[src/rtl/decode_ctrl_pkg.sv]
// Shared definitions for the decode/control stage: opcode map, field positions
// and the control bundle produced by the combinational decoder.
package decode_ctrl_pkg;

   localparam logic [4:0] OP_ALU  = 5'b00000;
   localparam logic [4:0] OP_J    = 5'b00001;
   localparam logic [4:0] OP_BNE  = 5'b00010;
   localparam logic [4:0] OP_JAL  = 5'b00011;
   localparam logic [4:0] OP_JR   = 5'b00100;
   localparam logic [4:0] OP_ADDI = 5'b00101;
   localparam logic [4:0] OP_BLT  = 5'b00110;
   localparam logic [4:0] OP_SW   = 5'b00111;
   localparam logic [4:0] OP_LW   = 5'b01000;
   localparam logic [4:0] OP_SETX = 5'b10101;
   localparam logic [4:0] OP_BEX  = 5'b10110;

   localparam int OPC_MSB   = 31;
   localparam int RD_LSB    = 22;
   localparam int RS_LSB    = 17;
   localparam int RT_LSB    = 12;
   localparam int SHAMT_LSB = 7;
   localparam int ALUOP_LSB = 2;
   localparam int FUNC_W    = 5;
   localparam int TARGET_W  = 27;

   typedef struct packed {
      logic is_alu;
      logic is_addi;
      logic is_sw;
      logic is_lw;
      logic is_j;
      logic is_bne;
      logic is_jal;
      logic is_jr;
      logic is_blt;
      logic is_setx;
      logic is_bex;
      logic illegal;
      logic dmwe;
      logic rwe;
      logic rwd;
      logic rdst;
      logic aluinb;
      logic [FUNC_W-1:0] alu_op;
      logic [FUNC_W-1:0] shamt;
   } ctrl_t;

endpackage

[src/rtl/decode_ctrl_comb.sv]
// Pure combinational instruction decoder: opcode to control bundle plus the
// register, immediate and jump-target fields.
module decode_ctrl_comb
   import decode_ctrl_pkg::*;
#(
   parameter int OPCODE_W = 5,
   parameter int REG_AW   = 5,
   parameter int IMM_W    = 17
)(
   input  logic [31:0]         insn,
   output ctrl_t               ctrl,
   output logic [REG_AW-1:0]   rd,
   output logic [REG_AW-1:0]   rs,
   output logic [REG_AW-1:0]   rt,
   output logic [31:0]         imm_sx,
   output logic [TARGET_W-1:0] target
);

   logic [OPCODE_W-1:0] opc;

   assign opc    = insn[OPC_MSB -: OPCODE_W];
   assign rd     = insn[RD_LSB +: REG_AW];
   assign rs     = insn[RS_LSB +: REG_AW];
   assign rt     = insn[RT_LSB +: REG_AW];
   assign imm_sx = {{(32-IMM_W){insn[IMM_W-1]}}, insn[IMM_W-1:0]};
   assign target = insn[TARGET_W-1:0];

   always_comb begin
      ctrl = '0;
      case (opc)
         OP_ALU:  ctrl.is_alu  = 1'b1;
         OP_J:    ctrl.is_j    = 1'b1;
         OP_BNE:  ctrl.is_bne  = 1'b1;
         OP_JAL:  ctrl.is_jal  = 1'b1;
         OP_JR:   ctrl.is_jr   = 1'b1;
         OP_ADDI: ctrl.is_addi = 1'b1;
         OP_BLT:  ctrl.is_blt  = 1'b1;
         OP_SW:   ctrl.is_sw   = 1'b1;
         OP_LW:   ctrl.is_lw   = 1'b1;
         OP_SETX: ctrl.is_setx = 1'b1;
         OP_BEX:  ctrl.is_bex  = 1'b1;
         default: ctrl.illegal = 1'b1;
      endcase
      // An unknown opcode raises only the illegal flag; Rdst stays low too.
      ctrl.dmwe   = ctrl.is_sw;
      ctrl.rwe    = ctrl.is_alu | ctrl.is_addi | ctrl.is_lw | ctrl.is_jal | ctrl.is_setx;
      ctrl.rwd    = ctrl.is_lw;
      ctrl.rdst   = ~ctrl.is_alu & ~ctrl.illegal;
      ctrl.aluinb = ctrl.is_addi | ctrl.is_sw | ctrl.is_lw;
      if (ctrl.is_alu) begin
         ctrl.alu_op = insn[ALUOP_LSB +: FUNC_W];
         ctrl.shamt  = insn[SHAMT_LSB +: FUNC_W];
      end
   end

endmodule

[src/rtl/decode_ctrl_stage.sv]
// Decode pipeline stage: registers the decoded bundle, stalls on load-use
// hazards against the held lw, and counts the bubbles those stalls create.
module decode_ctrl_stage
   import decode_ctrl_pkg::*;
#(
   parameter int OPCODE_W  = 5,
   parameter int REG_AW    = 5,
   parameter int IMM_W     = 17,
   parameter bit HAZARD_EN = 1'b1
)(
   input  logic                clock,
   input  logic                reset,
   input  logic                flush,
   input  logic                in_valid,
   output logic                in_ready,
   input  logic [31:0]         insn,
   output logic                out_valid,
   input  logic                out_ready,
   output logic                is_alu,
   output logic                is_addi,
   output logic                is_sw,
   output logic                is_lw,
   output logic                is_j,
   output logic                is_bne,
   output logic                is_jal,
   output logic                is_jr,
   output logic                is_blt,
   output logic                is_setx,
   output logic                is_bex,
   output logic                illegal,
   output logic                DMwe,
   output logic                Rwe,
   output logic                Rwd,
   output logic                Rdst,
   output logic                ALUinB,
   output logic [REG_AW-1:0]   rd,
   output logic [REG_AW-1:0]   rs,
   output logic [REG_AW-1:0]   rt,
   output logic [4:0]          alu_op,
   output logic [4:0]          shamt,
   output logic [31:0]         imm_sx,
   output logic [TARGET_W-1:0] target,
   output logic [15:0]         stall_cnt
);

   ctrl_t                dec;
   ctrl_t                q_ctrl;
   logic [REG_AW-1:0]    dec_rd, dec_rs, dec_rt;
   logic [31:0]          dec_imm;
   logic [TARGET_W-1:0]  dec_target;
   logic                 src_rs, src_rt, src_rd, reads_out_rd, hazard, accept;

   decode_ctrl_comb #(
      .OPCODE_W (OPCODE_W),
      .REG_AW   (REG_AW),
      .IMM_W    (IMM_W)
   ) u_comb (
      .insn   (insn),
      .ctrl   (dec),
      .rd     (dec_rd),
      .rs     (dec_rs),
      .rt     (dec_rt),
      .imm_sx (dec_imm),
      .target (dec_target)
   );

   // Load-use: the incoming instruction reads the register the held lw writes.
   assign src_rs = dec.is_alu | dec.is_addi | dec.is_lw | dec.is_sw | dec.is_bne | dec.is_blt;
   assign src_rt = dec.is_alu;
   assign src_rd = dec.is_sw | dec.is_bne | dec.is_blt | dec.is_jr;
   assign reads_out_rd = (src_rs && (dec_rs == rd)) || (src_rt && (dec_rt == rd)) ||
                         (src_rd && (dec_rd == rd));
   assign hazard = HAZARD_EN && out_valid && q_ctrl.is_lw && (rd != '0) && in_valid && reads_out_rd;

   // Handshake: a beat moves on either side only when valid and ready are both
   // high at a rising edge; valid never depends on ready, and a presented
   // output bundle is held unchanged until it is taken.
   assign in_ready = ~reset & (~out_valid | out_ready) & ~hazard & ~flush;
   assign accept   = in_valid & in_ready;

   always_ff @(posedge clock or posedge reset) begin
      if (reset) begin
         out_valid <= 1'b0;
         q_ctrl    <= '0;
         rd        <= '0;
         rs        <= '0;
         rt        <= '0;
         imm_sx    <= '0;
         target    <= '0;
         stall_cnt <= '0;
      end else if (flush) begin
         out_valid <= 1'b0;
         q_ctrl    <= '0;
         rd        <= '0;
         rs        <= '0;
         rt        <= '0;
         imm_sx    <= '0;
         target    <= '0;
      end else if (accept) begin
         out_valid <= 1'b1;
         q_ctrl    <= dec;
         rd        <= dec_rd;
         rs        <= dec_rs;
         rt        <= dec_rt;
         imm_sx    <= dec_imm;
         target    <= dec_target;
      end else if (out_valid && out_ready) begin
         out_valid <= 1'b0;
         q_ctrl    <= '0;
         rd        <= '0;
         rs        <= '0;
         rt        <= '0;
         imm_sx    <= '0;
         target    <= '0;
         // The lw leaving under a hazard guarantees the next cycle is a bubble.
         if (hazard && (stall_cnt != 16'hFFFF))
            stall_cnt <= stall_cnt + 16'd1;
      end
   end

   assign is_alu  = q_ctrl.is_alu;
   assign is_addi = q_ctrl.is_addi;
   assign is_sw   = q_ctrl.is_sw;
   assign is_lw   = q_ctrl.is_lw;
   assign is_j    = q_ctrl.is_j;
   assign is_bne  = q_ctrl.is_bne;
   assign is_jal  = q_ctrl.is_jal;
   assign is_jr   = q_ctrl.is_jr;
   assign is_blt  = q_ctrl.is_blt;
   assign is_setx = q_ctrl.is_setx;
   assign is_bex  = q_ctrl.is_bex;
   assign illegal = q_ctrl.illegal;
   assign DMwe    = q_ctrl.dmwe;
   assign Rwe     = q_ctrl.rwe;
   assign Rwd     = q_ctrl.rwd;
   assign Rdst    = q_ctrl.rdst;
   assign ALUinB  = q_ctrl.aluinb;
   assign alu_op  = q_ctrl.alu_op;
   assign shamt   = q_ctrl.shamt;

endmodule

[config.mk]
export PLATFORM = sky130hd
export DESIGN_NAME = decode_ctrl_stage
export DESIGN_NICKNAME = d
export VERILOG_FILES = /design/src/rtl/decode_ctrl_pkg.sv /design/src/rtl/decode_ctrl_comb.sv /design/src/rtl/decode_ctrl_stage.sv
export SDC_FILE = /design/constraint.sdc
export NUM_CORES = 1
export LEC_CHECK = 0
export BUFFER_PORTS_ARGS = -buffer_cell sky130_fd_sc_hd__buf_4
export CAP_MARGIN = 20
export CORE_ASPECT_RATIO = 0.75
export CORE_UTILIZATION = 40
export DETAILED_ROUTE_END_ITERATION = 16
export PLACE_DENSITY = 0.66
export SLEW_MARGIN = 20
export SYNTH_ARGS = -nofsm -noshare
export SYNTH_HDL_FRONTEND = slang
export SYNTH_SLANG_ARGS = --single-unit
[constraint.sdc]
create_clock -name clock -period 2.6 [get_ports clock]
set_input_delay 0.52 -clock clock [delete_from_list [all_inputs] [get_ports clock]]
set_output_delay 0.52 -clock clock [all_outputs]
set_load 0.02 [all_outputs]
==> reports/summary.txt, run 1 <==
vias per cell: 5.10
simple-gate share of the synthesized area: 14.6%
vias in the first global route: 2836
Syn-to-layout area delta: 33.2%
Clock Tree Buf Depth: 2
Final Skew: 4.44 ps
gr ovfl total: 0
ANT cells: 0
die area: 0.0101 mm²
Adder-Cell Fraction of Synth Area: 0.324%
global placer's final weighted congestion: 0.833
I/O Buffers: 155
worst endpoint data arrival time: 2030 ps
Fill cells: 810
core area: 0.00920 mm²
router iterations before antenna repair: 4
post-DR wirelength/cell: 16.3 µm
Pins Over Slew Limit: 0
Final Hold Viols: 0
status: finished clean
Mapped Area: 0.00386 mm²
CTS clock-pin slew for the worst setup and hold paths: 50 ps
synthesized area per cell: 10.7 µm²
Max transition margin: 42.0%
most common cell after layout, fill and taps aside: buf_4
row count: 30
hold buffers post-CTS: 0
critical path start-end classification: reg2out
CP endpoint kind: output port
Leak: 0.00271 µW
ratio of cells with drive above 1 in the final layout: 47.4%
DR iter-0 viols: 177
Startpoint Class: flip-flop
Worst Tran Pin Value: 868 ps
Tmin final: 2550 ps
DR vias: 3037
worst skew pair latency: 330 ps
Nets: 501
Mapped Nets: 399
Routed WL: 9710 µm
total power: 2880 µW
post-synth cell types: 46
placed cell count: 573
pre-CTS setup slack: 119 ps
utilization after layout: 55.9%
largest family of logic cells by synthesized area: compound AO/OA/AOI/OAI gates
Root Driver: clkbuf_16
DP Wirelength: 6800 µm
asr flop ratio synth: 100%
Primary FF master, synth: dfrtp_1
first-pass GRT wire length: 14600 µm
path depth of the worst reg2reg path: 9
total power per unit cell area: 560 mW/mm²
Worst path max stage delay: 470 ps
hold crit path type: in2async
register area share after synthesis: 44.7%
Total Neg Setup Slack: 0 ps
synthesis-stage register bit count: 69
die width: 115 µm
CP Cell Sequence: xor2_1 -> nor4_2 -> nand3_1 -> nand3_4 -> a21oi_2 -> buf_4
Synth Area in Compound Gates: 16.1%
die outline height: 87.1 µm
# DRC: 0
Tot GR Track Use: 19.3%
Worst R2R Setup Slack: 190 ps
Post-synth EDFFs: 0
CP max FO: 6
slowest CP cell: dfrtp_2
Layout Cells excl Fill: 596
Initial Util: 42.0%
I/O pin count: 156
fin crit share: 97.9%
Synth Area in XOR/XNOR: 7.58%
synthesized instance count: 361
CTS tree: built
Worst EP required: 2080 ps
endpoints failing setup: 0
worst setup margin: 54.9 ps
post-route ant nets: 0
Worst R2R Start: rd[2]
H-tree Lvls: 3
total CTS buffers: 9
initial antenna violation count: 0
proportion of synthesized area in mux cells: 2.24%
TritonCTS Sinks: 69
most frequent cells in the layout: 169 x buf_4, 65 x dfrtp_1, 29 x nand2_1, 23 x a32o_1
FF-to-FF End: stall_cnt[14]
max-cap violation count: 0
synthesis warning total: 0
maximum vdd drop: 0.401 mV
largest net degree at the start of global routing: 43
Max Fclk: 393 MHz
[worst max-delay path, delay by kind of cell (launching register included)]
kind,cells,cell delay (ps)
buffers and inverters,1,170
XOR/XNOR,1,200
flip-flops,1,470
AO/OA/AOI/OAI,1,70
AND/OR/NAND/NOR,3,780
[cells by family (layout without fill, tap and decap cells)]
group / after synthesis / count (layout)
and+or+nand+nor: 91 / 91
DFF: 69 / 69
buffers and inverters: 83 / 190
xor gates and xnor gates: 30 / 30
AOI/OAI and AO/OA: 79 / 79
muxes: 8 / 8
adders and majority gates: 1 / 1
[metrics by stage]
| stage | cell area [µm²] | hold WS, ps |
|---|---|---|
| floorplan | 3860 | 593 |
| finish | 5140 | 289 |
| global route | 5140 | 319 |
| global placement | 4750 | 481 |
| detailed placement | 4750 | 486 |
| CTS | 5090 | 291 |
[final cells by class]
| cell class | instances | area (µm²) | area share [%] |
|---|---|---|---|
| Sequential cell | 69 | 1730 | 33.7 |
| Multi-Input combinational cell | 209 | 1610 | 31.2 |
| Timing Repair Buffer | 171 | 1310 | 25.4 |
| Clock buffer | 10 | 239 | 4.64 |
| Tap cell | 128 | 160 | 3.11 |
| Clock inverter | 6 | 86.3 | 1.68 |
| Inverter | 3 | 11.3 | 0.219 |
[report_power, final]
| group | internal, µW | leakage, µW | switching (µW) | total (µW) |
|---|---|---|---|---|
| combinational | 181 | 0.00160 | 243 | 424 |
| clock | 863 | 0.000158 | 457 | 1320 |
| sequential | 1100 | 0.000946 | 33.8 | 1140 |
| total | 2140 | 0.00271 | 734 | 2880 |
[metal layers]
metal  routed length (µm)  share of wire, %  track usage, %
met1                 4350                45            25.5
met3                  687               7.1            6.12
met5                    0                 0               0
met4                   89              0.92            6.02
met2                 4580                47            30.0
[state kept, by name (all words and copies together), names as in the netlist, 4 cells and up]
register   count
rt             4
stall_cnt     16
rd             5
alu_op         5
imm_sx        13
shamt          5
rs             4
[cell usage after synthesis (all sizes together), types with 2 or more instances]
| cell type | number | share of area, % |
|---|---|---|
| a32o | 23 | 6.0 |
| dfrtp | 69 | 45 |
| a22o | 8 | 1.8 |
| nand4 | 7 | 1.9 |
| nand2 | 30 | 3.0 |
| and2 | 2 | 0.32 |
| xor2 | 8 | 1.8 |
| nor4 | 2 | 0.32 |
| mux2 | 2 | 0.68 |
| nor3 | 6 | 1.2 |
| a21oi | 22 | 2.9 |
| buf | 66 | 13 |
| a21o | 18 | 3.5 |
| inv | 3 | 0.29 |
| nor2b | 3 | 0.49 |
| or4 | 2 | 0.58 |
| mux2i | 6 | 1.6 |
| nor2 | 8 | 0.78 |
| clkbuf | 14 | 1.4 |
| and4 | 5 | 1.1 |
| xnor2 | 22 | 5.8 |
| nand3 | 14 | 2.9 |
| and3 | 9 | 1.5 |
| a31oi | 2 | 0.71 |
[how the worst max path moves through the flow]
stage          endpoint  cells past startpoint  slack [ps]     start
3_5_place_dp   in_ready                      7         120  insn[26]
2_1_floorplan  in_ready                      7         290  insn[29]
4_1_cts        in_ready                      6           9     rd[4]
3_3_place_gp   in_ready                      7         140  insn[26]
6_report       in_ready                      6          50     rd[2]
5_1_grt        in_ready                      6          -9     rd[2]
[repair_timing]
action,in CTS,in global routing
pin swaps,2,2
gates resized for setup,4,2
setup buffers,1,6
endpoints found under the setup margin,1,1
Power figures use the tool's default switching activity.
==> inputs of run 2 (changes only) <==
--- a/config.mk
+++ b/config.mk
@@ -11,6 +11,7 @@
 export CORE_UTILIZATION = 40
 export DETAILED_ROUTE_END_ITERATION = 16
 export PLACE_DENSITY = 0.66
+export SETUP_SLACK_MARGIN = 0.1
 export SLEW_MARGIN = 20
 export SYNTH_ARGS = -nofsm -noshare
 export SYNTH_HDL_FRONTEND = slang
==> run 2 against run 1 <==
Total power increased by 0.46%. Sequential share of layout area decreased by 0.44 points. Via count increased by 1.9%. Sequential power about the same. Register-to-register slack improved by 40 ps. Critical path type unchanged. Largest cell class unchanged. Largest power group unchanged.
==> reports/summary.txt, run 2 (synthesized netlist as in run 1, its figures left out) <==
first-pass GRT wire length: 14700 µm (was 14600 µm)
total power per unit cell area: 555 mW/mm² (was 560 mW/mm²)
Clk pwr share: 45.7% (was 45.9%)
maximum vdd drop: 0.388 mV (was 0.401 mV)
CTS clock-pin slew for the worst setup and hold paths: 60 ps (was 50 ps)
worst setup margin: 158 ps (was 54.9 ps)
die outline height: 87.1 µm (unchanged)
Syn-to-layout area delta: 35.0% (was 33.2%)
H-tree Lvls: 3 (unchanged)
CP Cell Sequence: buf_4 -> xor2_1 -> or4_4 -> nand3_4 -> a21oi_4 -> buf_6 (was xor2_1 -> nor4_2 -> nand3_1 -> nand3_4 -> a21oi_2 -> buf_4)
Pins Over Slew Limit: 0 (unchanged)
Total Neg Setup Slack: 0 ps (unchanged)
met2 routed WL: 4600 µm (was 4580 µm)
gr ovfl total: 0 (unchanged)
worst skew pair latency: 330 ps (about the same)
total power: 2890 µW (was 2880 µW)
worst endpoint data arrival time: 1920 ps (was 2030 ps)
max-cap violation count: 0 (unchanged)
die width: 115 µm (unchanged)
post-DR wirelength/cell: 16.2 µm (was 16.3 µm)
die area: 0.0101 mm² (unchanged)
critical path start-end classification: reg2out (unchanged)
DR vias: 3096 (was 3037)
Routed WL: 9730 µm (was 9710 µm)
fin crit share: 93.9% (was 97.9%)
RSZ-0062 raised after global routing: true
Leak: 0.00274 µW (was 0.00271 µW)
switch share: 25.6% (was 25.5%)
row count: 30 (unchanged)
vias in the first global route: 2870 (was 2836)
endpoints failing setup: 0 (unchanged)
Root Driver: clkbuf_16 (unchanged)
Max Fclk: 410 MHz (was 393 MHz)
met1 WL: 4320 µm (was 4350 µm)
Initial Util: 42.0% (unchanged)
DR iter-0 viols: 154 (was 177)
Switch Pwr: 740 µW (was 734 µW)
total CTS buffers: 9 (unchanged)
Fill cells: 810 (unchanged)
most frequent cells in the layout: 171 x buf_4, 65 x dfrtp_1, 29 x nand2_1, 23 x a32o_1 (was 169 x buf_4, 65 x dfrtp_1, 29 x nand2_1, 23 x a32o_1)
I/O pin count: 156 (unchanged)
DR top layer: met4 (unchanged)
CTS tree: built (unchanged)
Tmin final: 2440 ps (was 2550 ps)
Final Skew: 4.71 ps (was 4.44 ps)
Reg with most FFs: stall_cnt (unchanged)
largest registers: stall_cnt: 16 flops, imm_sx: 13 flops (unchanged)
Int Pwr: 2150 µW (was 2140 µW)
Tot GR Track Use: 19.4% (was 19.3%)
core area: 0.00920 mm² (unchanged)
router iterations before antenna repair: 4 (unchanged)
metal3 WL: 720 µm (was 687 µm)
kind of cell adding the most delay to the critical path: simple AND/OR/NAND/NOR gates (unchanged)
WHS: 287 ps (was 289 ps)
max FFs per register: 16 (unchanged)
# DRC: 0 (unchanged)
combinational power share: 15.1% (was 14.7%)
global placer's final weighted congestion: 0.833 (unchanged)
Worst EP required: 2080 ps (about the same)
ANT cells: 0 (unchanged)
CP endpoint kind: output port (unchanged)
utilization after layout: 56.7% (was 55.9%)
hold crit path type: in2async (unchanged)
status: finished clean (unchanged)
CP max FO: 3 (was 6)
Worst Tran Pin Value: 875 ps (was 868 ps)
WP buf/inv: 2 (was 1)
ratio of cells with drive above 1 in the final layout: 48.3% (was 47.4%)
Max transition margin: 41.5% (was 42.0%)
TritonCTS Sinks: 69 (unchanged)
Clock Tree Buf Depth: 2 (unchanged)
Nets: 505 (was 501)
part of the power in registers: 39.2% (was 39.4%)
most common cell after layout, fill and taps aside: buf_4 (unchanged)
Worst path max stage delay: 550 ps (was 470 ps)
vias per cell: 5.16 (was 5.10)
pre-CTS setup slack: 119 ps (unchanged)
DP Wirelength: 6800 µm (unchanged)
post-route ant nets: 0 (unchanged)
Startpoint Class: flip-flop (unchanged)
I/O Buffers: 155 (unchanged)
initial antenna violation count: 0 (unchanged)
Final Hold Viols: 0 (unchanged)
largest net degree at the start of global routing: 43 (unchanged)
slowest CP cell: or4_4 (was dfrtp_2)
==> run 2: cell types whose count changed in the layout (fill, tap and decap cells not counted) <==
| cell | change |
|---|---|
| xor2_1 | -1 |
| nor4_2 | -1 |
| xnor2_1 | -1 |
| xor2_2 | +1 |
| xnor2_2 | +1 |
| buf_4 | +2 |
| a21oi_2 | -1 |
| buf_6 | +2 |
| a21oi_4 | +1 |
| nor4_4 | +1 |
==> run 2: routing by layer <==
metal,vias up,track usage (%)
met5,-,0
met4,0,6.02
met3,8,6.12
met2,117,30.4
met1,1523,25.5
li1,1448,-
==> run 2: worst paths after layout <==
| kind | startpoint | to | slack, ps | depth (start not counted) |
|---|---|---|---|---|
| hold / removal | reset | is_bne | 290 | 3 |
| setup reg to reg | rd[2] | alu_op[1] | 230 | 8 |
| max in group asynchronous | reset | stall_cnt[8] | 1870 | 3 |
| setup / recovery | rd[2] | in_ready | 160 | 6 |
| min in group clock | insn[0] | imm_sx[0] | 390 | 2 |
| hold reg to reg | stall_cnt[7] | stall_cnt[7] | 490 | 1 |
==> run 2: through the flow <==
stage | std cells | cell area (µm²)
after floorplan | 361 | 3860
final | 600 | 5210
after global routing | 600 | 5210
after detailed placement | 573 | 4750
after global placement | 573 | 4750
after CTS | 596 | 5140
==> run 2: power groups by stage <==
stage                     combinational (µW)  clock [µW]  sequential [µW]
after floorplan                          257           0             1170
after global placement                   413           0             1150
after detailed placement                 417           0             1150
after CTS                                430        1360             1130
after global routing                     469        1400             1140
final                                    437        1320             1130
==> run 2: worst min-delay path: stages <==
cell	delay (ps)
buf_4	130
inv_2	50
buf_4	320
==> run 2: area by class of cell <==
| cell class | count | area [µm²] | share of cell area [%] |
|---|---|---|---|
| Tap cell | 128 | 160 | 3.07 |
| Clock inverter | 6 | 86.3 | 1.66 |
| Inverter | 3 | 11.3 | 0.216 |
| Clock buffer | 10 | 239 | 4.58 |
| Sequential cell | 69 | 1730 | 33.2 |
| Multi-Input combinational cell | 209 | 1640 | 31.4 |
| Timing Repair Buffer | 175 | 1350 | 25.8 |
==> run 2: repair_timing <==
action	CTS	global route
hold buffers	0	0
pin swaps	3	9
setup endpoints to repair	1	1
gates resized for setup	6	6
setup buffers	7	4
==> inputs of run 3 (changes only) <==
==> constraint.sdc (replaced) <==
create_clock -name clock -period 3.2 [get_ports clock]
set_input_delay 0.64 -clock clock [delete_from_list [all_inputs] [get_ports clock]]
set_output_delay 0.64 -clock clock [all_outputs]
set_load 0.02 [all_outputs]
==> run 3 against run 2 <==
Via count is 2.4% lower. Sequential share of layout area rose by 0.74 points. Core utilization down 1.4 points. Critical endpoint unchanged. Largest cell class unchanged. Highest routed layer unchanged.
==> reports/summary.txt, run 3 (synthesized netlist as in run 1, its figures left out) <==
Max transition margin: 49.8% (was 41.5%)
status: finished clean (unchanged)
I/O Buffers: 155 (unchanged)
die width: 115 µm (unchanged)
post-route ant nets: 0 (unchanged)
post-cts resize count: 0 (was 6)
largest net degree at the start of global routing: 40 (was 43)
vias per cell: 5.13 (was 5.16)
router iterations before antenna repair: 4 (unchanged)
Pins Over Slew Limit: 0 (unchanged)
met2 routed WL: 4330 µm (was 4600 µm)
Routed WL: 9440 µm (was 9730 µm)
Leak: 0.00268 µW (was 0.00274 µW)
slowest CP cell: dfrtp_1 (was or4_4)
Reg with most FFs: stall_cnt (unchanged)
RSZ-0062 raised after global routing: false (was true)
gr ovfl total: 0 (unchanged)
most frequent cells in the layout: 163 x buf_4, 69 x dfrtp_1, 29 x nand2_1, 23 x a32o_1 (was 171 x buf_4, 65 x dfrtp_1, 29 x nand2_1, 23 x a32o_1)
CP max FO: 7 (was 3)
die area: 0.0101 mm² (unchanged)
Tmin final: 2700 ps
endpoints failing setup: 0 (unchanged)
Post-CTS Setup Inserts: 0 (was 7)
maximum vdd drop: 0.303 mV (was 0.388 mV)
hold crit path type: in2async (unchanged)
fin crit share: 84.5%
core area: 0.00920 mm² (unchanged)
ANT cells: 0 (unchanged)
post-DR wirelength/cell: 16.0 µm (was 16.2 µm)
# DRC: 0 (unchanged)
Total Neg Setup Slack: 0 ps (unchanged)
ratio of cells with drive above 1 in the final layout: 45.6% (was 48.3%)
Final Skew: 4.71 ps (about the same)
DP Wirelength: 6720 µm (was 6800 µm)
total CTS buffers: 9 (unchanged)
Initial Util: 42.0% (unchanged)
total power per unit cell area: 474 mW/mm² (was 555 mW/mm²)
vias in the first global route: 2823 (was 2870)
Worst path max stage delay: 550 ps (about the same)
Syn-to-layout area delta: 31.6% (was 35.0%)
max-cap violation count: 0 (unchanged)
DR iter-0 viols: 136 (was 154)
worst skew pair latency: 330 ps (about the same)
Root Driver: clkbuf_16 (unchanged)
max FFs per register: 16 (unchanged)
largest registers: stall_cnt: 16 flops, imm_sx: 13 flops (unchanged)
Worst Tran Pin Value: 752 ps (was 875 ps)
row count: 30 (unchanged)
worst endpoint data arrival time: 2060 ps (was 1920 ps)
hold buffers post-CTS: 0 (unchanged)
Nets: 494 (was 505)
most common cell after layout, fill and taps aside: buf_4 (unchanged)
CP endpoint kind: output port (unchanged)
Layout Cells excl Fill: 589 (was 600)
Fill cells: 819 (was 810)
H-tree Lvls: 3 (unchanged)
I/O pin count: 156 (unchanged)
critical path start-end classification: reg2out (unchanged)
CP Cell Sequence: xnor2_2 -> nand4_1 -> or4_4 -> nand3_2 -> a21oi_2 -> buf_4 (was buf_4 -> xor2_1 -> or4_4 -> nand3_4 -> a21oi_4 -> buf_6)
Worst EP required: 2560 ps (was 2080 ps)
global placer's final weighted congestion: 0.820 (was 0.833)
placed cell count: 573 (unchanged)
DR top layer: met4 (unchanged)
metal3 WL: 633 µm (was 720 µm)
die outline height: 87.1 µm (unchanged)
first-pass GRT wire length: 14600 µm (was 14700 µm)
DR vias: 3021 (was 3096)
Max Fclk: 370 MHz
Final Hold Viols: 0 (unchanged)
TritonCTS Sinks: 69 (unchanged)
Tot GR Track Use: 19.2% (was 19.4%)
CTS tree: built (unchanged)
Startpoint Class: flip-flop (unchanged)
CTS clock-pin slew for the worst setup and hold paths: 60 ps (about the same)
initial antenna violation count: 0 (unchanged)
met1 WL: 4370 µm (was 4320 µm)
Clock Tree Buf Depth: 2 (unchanged)
[run 3: cell types whose count changed in the layout (fill, tap and decap cells not counted), moves of 2 or more]
| cell | before | now |
|---|---|---|
| dfrtp_1 | 65 | 69 |
| buf_4 | 171 | 163 |
| buf_6 | 2 | 0 |
| dfrtp_2 | 4 | 0 |
[run 3: final timing paths]
kind | slack, ps | cells after the start | end | start
worst min-delay path | 470 | 2 | ALUinB | reset
worst min register to register | 490 | 1 | shamt[2] | shamt[2]
max in group asynchronous | 2080 | 3 | alu_op[2] | reset
min in group clock | 490 | 1 | shamt[2] | shamt[2]
worst max register to register | 760 | 7 | stall_cnt[9] | rd[2]
worst max-delay path | 500 | 6 | in_ready | rd[2]
[run 3: per-layer routing]
metal  GRT usage (%)  vias to the layer above
li1                -                     1426
met1            25.1                     1479
met2            30.5                      107
met3            6.12                        9
met4            5.31                        0
met5               0                        -
[run 3: metrics by stage]
| step | area, µm² | setup slack, ps | total power, µW | hold slack (ps) | util, % |
|---|---|---|---|---|---|
| floorplan | 3860 | 649 | 1160 | 593 | - |
| global placement | 4730 | 510 | 1270 | 476 | 51.5 |
| detailed placement | 4730 | 468 | 1280 | 483 | 51.5 |
| CTS | 5080 | 466 | 2440 | 472 | 55.3 |
| global route | 5080 | 378 | 2500 | 509 | 55.3 |
| finish | 5080 | 497 | 2410 | 467 | 55.3 |
[run 3: power by group]
| group | total (µW) | internal [µW] | leakage (µW) | switching, µW |
|---|---|---|---|---|
| clock | 1150 | 780 | 0.000165 | 370 |
| combinational | 336 | 142 | 0.00156 | 194 |
| sequential | 923 | 894 | 0.000952 | 28.6 |
| total | 2410 | 1820 | 0.00268 | 592 |
[run 3: layout make-up]
| class | instances | area (µm²) | share of cell area [%] |
|---|---|---|---|
| timing repair buffer | 164 | 1240 | 24.5 |
| inverter | 3 | 11.3 | 0.221 |
| tap | 128 | 160 | 3.15 |
| clock inverter | 6 | 110 | 2.17 |
| clock buffer | 10 | 239 | 4.70 |
| multi-input combinational | 209 | 1590 | 31.3 |
| sequential | 69 | 1730 | 34.0 |
[run 3: critical path, delay by kind of cell (launching register included)]
| family | cells | cell delay, ps |
|---|---|---|
| xor gates and xnor gates | 1 | 150 |
| DFF | 1 | 550 |
| AOI/OAI and AO/OA | 1 | 90 |
| and+or+nand+nor | 3 | 770 |
| buffers and inverters | 1 | 170 |
